--- src/rtl/mp_add_seq.sv ---
// -----------------------------------------------------------------------------
// mp_add_seq
//
// Multi-precision add sequencer. Operand words stream in least-significant
// word first. Each word is summed by an internal full_adder, and the carry is
// chained from one word to the next. Every result word is registered into a
// one-deep output stage that has its own valid/ready handshake.
//
// Ports
//   clk, rst_n          : clock (rising edge) and async active-low reset
//   in_valid / in_ready : upstream handshake; a beat is taken on valid&&ready
//   in_a, in_b          : operand words (WIDTH bits)
//   in_cin              : carry-in, used only on a first beat
//   in_first, in_last   : beat is least / most significant word of an op
//   out_valid/out_ready : downstream handshake for the result word
//   out_sum, out_cout   : result word and its carry-out
//   out_last            : copy of in_last for this word
//   out_idx             : word index within the op, saturating at 255
//   err                 : sticky protocol-error flag, cleared only by reset
// -----------------------------------------------------------------------------

// Plain WIDTH-bit adder with carry in and out.
module full_adder #(
  parameter int WIDTH = 8
) (
  input  logic [WIDTH-1:0] a,
  input  logic [WIDTH-1:0] b,
  input  logic             cin,
  output logic [WIDTH-1:0] sum,
  output logic             cout
);
  assign {cout, sum} = {1'b0, a} + {1'b0, b} + {{WIDTH{1'b0}}, cin};
endmodule

module mp_add_seq #(
  parameter int WIDTH = 8
) (
  input  logic             clk,
  input  logic             rst_n,
  input  logic             in_valid,
  output logic             in_ready,
  input  logic [WIDTH-1:0] in_a,
  input  logic [WIDTH-1:0] in_b,
  input  logic             in_cin,
  input  logic             in_first,
  input  logic             in_last,
  output logic             out_valid,
  input  logic             out_ready,
  output logic [WIDTH-1:0] out_sum,
  output logic             out_cout,
  output logic             out_last,
  output logic [7:0]       out_idx,
  output logic             err
);

  typedef enum logic {
    IDLE = 1'b0,
    BUSY = 1'b1
  } state_t;

  state_t           state_q;
  logic             carry_q;
  logic             out_valid_q;
  logic [WIDTH-1:0] out_sum_q;
  logic             out_cout_q;
  logic             out_last_q;
  logic [7:0]       out_idx_q;
  logic             err_q;

  logic             accept;
  logic             first_beat;
  logic             proto_err;
  logic             adder_cin;
  logic [WIDTH-1:0] adder_sum;
  logic             adder_cout;
  logic [7:0]       idx_d;

  // The output stage can take a new word whenever it is empty or being drained
  // this cycle. Nothing here depends on in_valid.
  assign in_ready = !out_valid_q || out_ready;
  assign accept   = in_valid && in_ready;

  // A beat that arrives in IDLE always starts a new operation, even without
  // in_first. This keeps the block recoverable after a missing first marker.
  assign first_beat = in_first || (state_q == IDLE);

  // Error cases: a first marker inside an open op, or a missing first marker
  // when no op is open.
  assign proto_err = (in_first && (state_q == BUSY)) ||
                     (!in_first && (state_q == IDLE));

  assign adder_cin = first_beat ? in_cin : carry_q;

  assign idx_d = first_beat             ? 8'd0 :
                 (out_idx_q == 8'hFF)   ? 8'hFF :
                                          out_idx_q + 8'd1;

  full_adder #(.WIDTH(WIDTH)) u_adder (
    .a    (in_a),
    .b    (in_b),
    .cin  (adder_cin),
    .sum  (adder_sum),
    .cout (adder_cout)
  );

  always_ff @(posedge clk or negedge rst_n) begin
    if (!rst_n) begin
      state_q     <= IDLE;
      carry_q     <= 1'b0;
      out_valid_q <= 1'b0;
      out_sum_q   <= '0;
      out_cout_q  <= 1'b0;
      out_last_q  <= 1'b0;
      out_idx_q   <= 8'd0;
      err_q       <= 1'b0;
    end else begin
      if (accept) begin
        out_valid_q <= 1'b1;
        out_sum_q   <= adder_sum;
        out_cout_q  <= adder_cout;
        out_last_q  <= in_last;
        out_idx_q   <= idx_d;
        // The final carry leaves only on out_cout; it must not leak into
        // the next operation.
        carry_q     <= in_last ? 1'b0 : adder_cout;
        state_q     <= in_last ? IDLE : BUSY;
        if (proto_err) begin
          err_q <= 1'b1;
        end
      end else if (out_ready) begin
        out_valid_q <= 1'b0;
      end
    end
  end

  assign out_valid = out_valid_q;
  assign out_sum   = out_sum_q;
  assign out_cout  = out_cout_q;
  assign out_last  = out_last_q;
  assign out_idx   = out_idx_q;
  assign err       = err_q;

endmodule
--- config.mk ---
export PLATFORM = sky130hd
export DESIGN_NAME = mp_add_seq
export DESIGN_NICKNAME = d
export VERILOG_FILES = /design/src/rtl/mp_add_seq.sv
export SDC_FILE = /design/constraint.sdc
export NUM_CORES = 1
export LEC_CHECK = 0
export ABC_AREA = 1
export BUFFER_PORTS_ARGS = -buffer_cell sky130_fd_sc_hd__buf_2
export CAP_MARGIN = 0
export CELL_PAD_IN_SITES_DETAIL_PLACEMENT = 1
export CELL_PAD_IN_SITES_GLOBAL_PLACEMENT = 2
export CORE_MARGIN = 5
export CORE_UTILIZATION = 28
export CTS_CLUSTER_DIAMETER = 150
export DETAILED_ROUTE_END_ITERATION = 8
export HOLD_SLACK_MARGIN = 0.08
export PLACE_DENSITY = 0.78
export SYNTH_ARGS = -nofsm -noshare
export SYNTH_HDL_FRONTEND = slang
export SYNTH_SLANG_ARGS = --single-unit
export TNS_END_PERCENT = 1
--- constraint.sdc ---
create_clock -name clk -period 2.65 [get_ports clk]
set_clock_uncertainty 0.1 [all_clocks]
set_input_delay 0.53 -clock clk [delete_from_list [all_inputs] [get_ports clk]]
set_output_delay 0.53 -clock clk [all_outputs]
set_load 0.01 [all_outputs]
==> results of run 1 <==
-- critical path: stages (launching register included) --
cell	delay [ns]
sky130_fd_sc_hd__dfrtp_1	0.40
sky130_fd_sc_hd__ha_1	0.22
sky130_fd_sc_hd__mux2i_1	0.14
sky130_fd_sc_hd__fa_1	0.41
sky130_fd_sc_hd__fa_1	0.43
sky130_fd_sc_hd__nor2_1	0.14
sky130_fd_sc_hd__or2_1	0.13
sky130_fd_sc_hd__nand2_1	0.05
sky130_fd_sc_hd__nand2_1	0.06
sky130_fd_sc_hd__o21ai_1	0.06
-- synth_stat cells --
cell,n,area [um^2]
sky130_fd_sc_hd__or2_2,1,6.26
sky130_fd_sc_hd__fa_1,2,40.0
sky130_fd_sc_hd__nand2_2,2,12.5
sky130_fd_sc_hd__nor2_1,6,22.5
sky130_fd_sc_hd__o211ai_1,1,7.51
sky130_fd_sc_hd__nor2_2,1,6.26
sky130_fd_sc_hd__dfrtp_1,22,551
sky130_fd_sc_hd__nor2_4,1,11.3
sky130_fd_sc_hd__xor2_1,2,17.5
sky130_fd_sc_hd__nand2_4,2,22.5
sky130_fd_sc_hd__or2_1,1,6.26
sky130_fd_sc_hd__a31o_2,1,8.76
sky130_fd_sc_hd__o21ai_1,3,15.0
sky130_fd_sc_hd__inv_1,27,101
sky130_fd_sc_hd__nand3_1,14,70.1
sky130_fd_sc_hd__ha_1,9,113
sky130_fd_sc_hd__nand3_2,1,10.0
sky130_fd_sc_hd__nand3b_1,1,7.51
sky130_fd_sc_hd__a22o_1,2,17.5
sky130_fd_sc_hd__mux2i_1,1,10.0
sky130_fd_sc_hd__o21ai_2,2,17.5
sky130_fd_sc_hd__nor3_2,1,10.0
sky130_fd_sc_hd__nand2_1,60,225
sky130_fd_sc_hd__a21oi_1,5,25.0
sky130_fd_sc_hd__buf_2,2,10.0
sky130_fd_sc_hd__nand3_4,1,17.5
sky130_fd_sc_hd__o21ai_0,11,55.1
sky130_fd_sc_hd__nor2_8,1,20.0
-- logic make-up after synthesis --
group	Yosys count
mux	1
simple gates	93
buf+inv	29
xor+xnor	2
compound gates	25
flops	22
fa+ha+maj	11
-- power by group --
group          internal (mW)  total [mW]  switching (mW)  leakage [nW]
Combinational         0.0945       0.234           0.139         0.705
Clock                  0.202       0.322           0.120        0.0357
Sequential             0.375       0.398          0.0224         0.280
-- sequential cells by signal, indices dropped and copies added (netlist names) --
name,cells
out_cout,1
carry_q,1
err,1
out_sum,8
out_last,1
out_valid,1
out_idx,8
state_q,1
-- layout make-up --
class	instances	area, um^2	area share
clock buffers	3	41.3	0.0229
well taps	70	87.6	0.0486
repair buffers	43	215	0.120
flip-flops and latches	22	551	0.306
multi-input cells	132	774	0.430
clock inverters	1	30.0	0.0167
inverters	27	101	0.0563
-- stage by stage --
step	cell area, um^2	setup WS [ns]
after floorplan	1440	0.341
after global placement	1730	0.155
after detailed placement	1730	0.109
after CTS	1800	0.365
after global routing	1800	0.215
final	1800	0.401
-- worst paths after layout --
path | endpoint | startpoint | cells after the start | slack, ns
hold reg to reg | err | err | 1 | 0.38
min in group clk | state_q | in_last | 2 | 0.37
setup reg to reg | out_sum[4] | state_q | 9 | 0.40
max in group asynchronous | out_cout | rst_n | 1 | 1.98
hold / removal | out_valid | rst_n | 1 | 0.12
setup / recovery | out_sum[4] | state_q | 9 | 0.40
-- routing by layer --
metal  up-vias  global-route usage  routed length (um)  part of all wire
met3         2              0.0154                 125             0.036
met4         0              0.0399                  34            0.0097
met5         -                   0                   0                 0
met1       609               0.146                1660              0.47
li1        669                   -                   -                 -
met2        26               0.204                1680              0.48
==> load_flow_metrics.sql, run 1 <==
INSERT INTO impl_metrics (metric_group, metric, value, unit) VALUES
('place', 'gp_routability_congestion', '0.748', ''),
('logic_synthesis', 'ys_seq_area_frac', '0.383', ''),
('logic_synthesis', 'postSynthNetCount', '217', ''),
('cells_and_area', 'final_cell_mix', 'sky130_fd_sc_hd__nand2_1 (60), sky130_fd_sc_hd__buf_2 (43), sky130_fd_sc_hd__inv_1 (27), sky130_fd_sc_hd__dfrtp_1 (22), sky130_fd_sc_hd__nand3_1 (14)', ''),
('sta', 'rsz0062_at_grt', 'false', ''),
('worst_hold_path', 'hp-class', 'in -> async', ''),
('sta', 'fin_crit', '2.25', 'ns'),
('global_routing', 'gr-usage-all-layers', '0.117', ''),
('job', 'max_cap_viol_count', '0', ''),
('clock_network', 'cts_hold_repair_buffers', '0', ''),
('logic_synthesis', 'synth-adder-area-share', '0.106', ''),
('clock_network', 'ctsHtreeMaxLevel', '1', ''),
('floorplanning', 'die_width', '81.6', 'um'),
('sta', 'whs', '0.121', 'ns'),
('routing', 'avgViaCountPerCell', '4.38', ''),
('logic_synthesis', 'synth-simple-area-share', '0.312', ''),
('setup_path', 'crit_path_max_fo', '3', ''),
('global_routing', 'global_route_wire_length_before_repair', '6100', 'um'),
('cells_and_area', 'fin_nets', '263', ''),
('logic_synthesis', 'syn-mean-instance-area', '7.85', 'um^2'),
('clock_network', 'cts_root_buffer', 'sky130_fd_sc_hd__clkbuf_8', ''),
('global_routing', 'grt_start_max_net_pins', '29', ''),
('clock_network', 'tritoncts_clock_tree', 'done', ''),
('clock_network', 'clock-sinks', '22', ''),
('sta', 'hold_viol', '0', ''),
('setup_path', 'setup.worst_path.start_class', 'flop', ''),
('floorplanning', 'placement_rows', '26', ''),
('global_routing', 'gr-total-overflow', '0', ''),
('pwr', 'max-vdd-ir-drop', '0.174', 'mV'),
('logic_synthesis', 'yosys.area_share.xor_xnor', '0.0122', ''),
('outcome', 'run_status', 'complete, no violations', ''),
('logic_synthesis', 'synth.lib_cells_used.distinct', '28', ''),
('routing', 'routed_wl', '3500', 'um'),
('clock_network', 'cts_inserted_buffers', '3', ''),
('clock_network', 'post_cts_resized', '0', ''),
('cells_and_area', 'finish.utilization', '0.357', ''),
('logic_synthesis', 'synthMuxAreaShare', '0.00697', ''),
('pwr', 'post-layout-total-power', '0.953', 'mW'),
('logic_synthesis', 'synthCells', '183', ''),
('global_routing', 'grt_antenna_before_repair', '0', ''),
('floorplanning', 'start_util', '0.285', ''),
('routing', 'remaining_drc_errors', '0', ''),
('sta', 'max_freq', '0.445', 'GHz'),
('place', 'dpl.hpwl', '2780', 'um'),
('sta', 'setup_viol_count_final', '0', ''),
('setup_path', 'worst_ep_required_time', '2.71', 'ns'),
('clock_network', 'longest_clk_path_bufs', '2', ''),
('cells_and_area', 'final_common_cell', 'sky130_fd_sc_hd__nand2_1', ''),
('global_routing', 'first_global_vias', '1377', ''),
('floorplanning', 'floorplan.die_area', '0.00666', 'mm^2'),
('cells_and_area', 'area_growth_syn_to_layout', '25.3', '%'),
('clock_network', 'worst_skew_pair.late_latency', '0.27', 'ns'),
('cells_and_area', 'insertedDiodeCount', '0', ''),
('clock_network', 'post_cts.repair.setup_buffers', '0', ''),
('sta', 'portion_of_the_clock_cycle_consumed_by_the_worst_path_in_the_final_layout', '0.849', ''),
('logic_synthesis', 'ys_seq_elements', '22', ''),
('floorplanning', 'num_io_pins', '44', ''),
('logic_synthesis', 'synth_warnings', '0', ''),
('setup_path', 'worst_setup_path_class', 'reg -> reg', ''),
('logic_synthesis', 'synth_compound_area_frac', '0.102', ''),
('routing', 'detailroute.via_count', '1306', ''),
('place', 'port_buf_inserts', '43', ''),
('sta', 'timing.max_slew.rel_slack', '0.657', ''),
('pwr', 'p_leak', '1.02', 'nW'),
('routing', 'route.antenna.remaining_nets', '0', ''),
('floorplanning', 'die_h', '81.6', 'um'),
('floorplanning', 'core_region_area', '0.00504', 'mm^2'),
('sta', 'timing.final.max_slew_violations', '0', ''),
('cells_and_area', 'stdcell_count', '298', ''),
('sta', 'fin_setup_tns', '0', 'ns'),
('setup_path', 'endpoint_kind', 'flop', '');
No activity file was read; power rests on OpenSTA's default activity.
==> inputs of run 2 (changes only) <==
Settings changed: CORE_UTILIZATION 28 to 25, PLACE_DENSITY 0.78 to 0.74.
Clock period 2.65 ns to 1.8 ns, I/O delays scaled along.
==> run 2 against run 1 <==
Sequential share of layout area down 0.77 points. Design area is 2.6% higher. Global-route usage fell by 0.93 points. Highest routed layer unchanged. Clock-buffer cell count rose by 1. Critical path type unchanged. Largest power group unchanged. Maximum frequency increased by 8.5%. The flow now finishes with violations (negative setup slack).
==> load_flow_metrics.sql, run 2 (same netlist as run 1, synthesis figures left out) <==
INSERT INTO impl_metrics (metric_group, metric, value, unit) VALUES
('clock_network', 'ctsHtreeMaxLevel', '1', ''),
('global_routing', 'global_route_wire_length_before_repair', '6460', 'um'),
('floorplanning', 'core_region_area', '0.00554', 'mm^2'),
('setup_path', 'r2r.worst_path.cells', '9', ''),
('routing', 'route.antenna.remaining_nets', '0', ''),
('setup_path', 'cell_type_of_the_slowest_stage_on_the_worst_timing_path', 'sky130_fd_sc_hd__dfrtp_1', ''),
('setup_path', 'cp_cell_sequence', 'ha_4 > mux2i_1 > fa_2 > fa_2 > nor2_2 > or2_1 > nand2_1 > nand2_1 > o21ai_1', ''),
('pwr', 'switching_share', '0.314', ''),
('sta', 'rsz0062_at_grt', 'true', ''),
('floorplanning', 'start_util', '0.259', ''),
('pwr', 'p_leak', '1.03', 'nW'),
('job', 'max_cap_viol_count', '0', ''),
('routing', 'detailedRoute.firstPassIterationCount', '4', ''),
('setup_path', 'timing.critical_path.slowest_cell_delay', '0.41', 'ns'),
('setup_path', 'setup.worst_path.start_class', 'flop', ''),
('clock_network', 'longest_clk_path_bufs', '2', ''),
('place', 'port_buf_inserts', '43', ''),
('pwr', 'combinationalPowerShare', '0.277', ''),
('global_routing', 'grt_antenna_before_repair', '0', ''),
('routing', 'drt_iter0_markers', '11', ''),
('clock_network', 'clock-sinks', '22', ''),
('cells_and_area', 'area_growth_syn_to_layout', '28.6', '%'),
('setup_path', 'regToRegEndpoint', 'out_sum[4]', ''),
('cells_and_area', 'final_layout_size_suffix_gt1_frac', '0.306', ''),
('outcome', 'failed_checks', 'negative setup slack', ''),
('place', 'pre_cts_ws', '-0.412', 'ns'),
('pwr', 'pwr-share-clk', '0.276', ''),
('cells_and_area', 'final_cell_mix', 'sky130_fd_sc_hd__nand2_1 (59), sky130_fd_sc_hd__buf_2 (43), sky130_fd_sc_hd__inv_1 (26), sky130_fd_sc_hd__dfrtp_1 (22), sky130_fd_sc_hd__nand3_1 (13)', ''),
('floorplanning', 'num_io_pins', '44', ''),
('cells_and_area', 'insertedDiodeCount', '0', ''),
('routing', 'remaining_drc_errors', '0', ''),
('global_routing', 'gr-usage-all-layers', '0.107', ''),
('clock_network', 'tritoncts_clock_tree', 'done', ''),
('clock_network', 'cts_inserted_buffers', '3', ''),
('pwr', 'power.share.sequential', '0.448', ''),
('setup_path', 'worst_setup_path_class', 'reg -> reg', ''),
('place', 'gp_routability_congestion', '0.712', ''),
('cells_and_area', 'final_common_cell', 'sky130_fd_sc_hd__nand2_1', ''),
('pwr', 'power_switching', '0.412', 'mW'),
('routing', 'routed_wl', '3580', 'um'),
('sta', 'max_freq', '0.482', 'GHz'),
('sta', 'timing.final.max_slew_violations', '0', ''),
('outcome', 'run_status', 'finished with violations', ''),
('sta', 'max_slew.worst_pin.slew', '0.521', 'ns'),
('global_routing', 'grt_start_max_net_pins', '23', ''),
('worst_hold_path', 'hp-class', 'in -> reg', ''),
('floorplanning', 'die_h', '85.8', 'um'),
('clock_network', 'post_cts.repair.setup_buffers', '0', ''),
('worst_hold_path', 'holdPathEnd', 'state_q', ''),
('setup_path', 'reg2reg_from', 'state_q', ''),
('pwr', 'max-vdd-ir-drop', '0.227', 'mV'),
('clock_network', 'cts_root_buffer', 'sky130_fd_sc_hd__clkbuf_8', ''),
('worst_hold_path', 'holdPathStages', '2', ''),
('sta', 'fin_setup_tns', '-1.36', 'ns'),
('place', 'dpl.hpwl', '2910', 'um'),
('sta', 'portion_of_the_clock_cycle_consumed_by_the_worst_path_in_the_final_layout', '1.15', ''),
('floorplanning', 'placement_rows', '27', ''),
('global_routing', 'first_global_vias', '1411', ''),
('sta', 'hold_viol', '0', ''),
('pwr', 'power.density_cell_area', '712', 'mW/mm^2'),
('pwr', 'p_int', '0.902', 'mW'),
('setup_path', 'endpoint_kind', 'flop', ''),
('setup_path', 'timing.critical_path.arrival', '2.14', 'ns'),
('routing', 'avgViaCountPerCell', '4.34', ''),
('routing', 'drt-wirelength-per-cell', '11.8', 'um'),
('routing', 'detailroute.via_count', '1319', ''),
('global_routing', 'gr-total-overflow', '0', ''),
('clock_network', 'worst_skew_pair.late_latency', '0.27', 'ns'),
('sta', 'timing.max_slew.rel_slack', '0.653', ''),
('setup_path', 'crit_path_max_fo', '3', ''),
('floorplanning', 'die_width', '85.8', 'um'),
('setup_path', 'setup_slack_on_the_worst_flop_to_flop_path', '-0.27', 'ns'),
('setup_path', 'worst_ep_required_time', '1.86', 'ns'),
('floorplanning', 'floorplan.die_area', '0.00736', 'mm^2'),
('clock_network', 'cts.reportedPaths.clkPinSlew', '0.08', 'ns'),
('sta', 'fin_crit', '2.07', 'ns'),
('worst_hold_path', 'hold_path_startpoint', 'in_last', ''),
('sta', 'setup_viol_count_final', '8', ''),
('sta', 'final.setup.worst_slack', '-0.273', 'ns'),
('cells_and_area', 'fin_nets', '267', '');
## run 2: worst max-delay path: cells and delay by family, from the launching register on
kind,cells,cell delay (ns)
AO/OA/AOI/OAI,1,0.06
flip-flops,1,0.41
adder cells (fa/ha/maj),3,0.91
multiplexers,1,0.13
AND/OR/NAND/NOR,4,0.35
## run 2: repair_timing
item	4_1_cts	5_1_grt
endpoints found under the setup margin	9	9
hold buffers	1	0
cloned	0	0
pin swaps	3	0
hold endpoints to repair	22	0
gates resized for setup	5	1
## run 2: stage by stage
step / total power, mW / instance area (um^2) / cells / hold WS [ns] / util
floorplan: 0.813 / 1450 / 183 / -0.0356 / -
detailed placement: 0.971 / 1770 / 299 / 0.274 / 0.320
CTS: 1.35 / 1840 / 304 / 0.200 / 0.332
global placement: 0.963 / 1770 / 299 / 0.265 / 0.320
finish: 1.31 / 1850 / 304 / 0.202 / 0.333
global route: 1.42 / 1850 / 304 / 0.212 / 0.333
## run 2: worst max path at each step
| stage | start | cells past startpoint | to |
|---|---|---|---|
| floorplan | state_q | 9 | out_sum[4] |
| global placement | in_first | 11 | carry_q |
| detailed placement | in_first | 11 | out_sum[4] |
| CTS | state_q | 9 | out_sum[4] |
| global route | state_q | 9 | carry_q |
| finish | state_q | 9 | out_sum[4] |
## run 2: cell type report
class                           instances  area (um^2)
Clock buffer                            4         55.1
Fill cell                             700         3690
Inverter                               27          101
Multi-Input combinational cell        132          802
Sequential cell                        22          551
Tap cell                               72         90.1
Timing Repair Buffer                   47          248
## run 2: routing by layer
| layer | GRT usage | part of all wire | up-vias |
|---|---|---|---|
| li1 | - | - | 681 |
| met1 | 0.128 | 0.45 | 603 |
| met2 | 0.194 | 0.49 | 29 |
| met3 | 0.0211 | 0.049 | 6 |
| met4 | 0.0302 | 0.011 | 0 |
| met5 | 0 | 0 | - |
## run 2: power by group through the flow
stage / clock, mW / combinational [mW] / sequential, mW
final: 0.362 / 0.364 / 0.588
after detailed placement: 0 / 0.370 / 0.600
after global routing: 0.402 / 0.422 / 0.598
after global placement: 0 / 0.365 / 0.599
after floorplan: 0 / 0.190 / 0.623
after CTS: 0.379 / 0.377 / 0.591
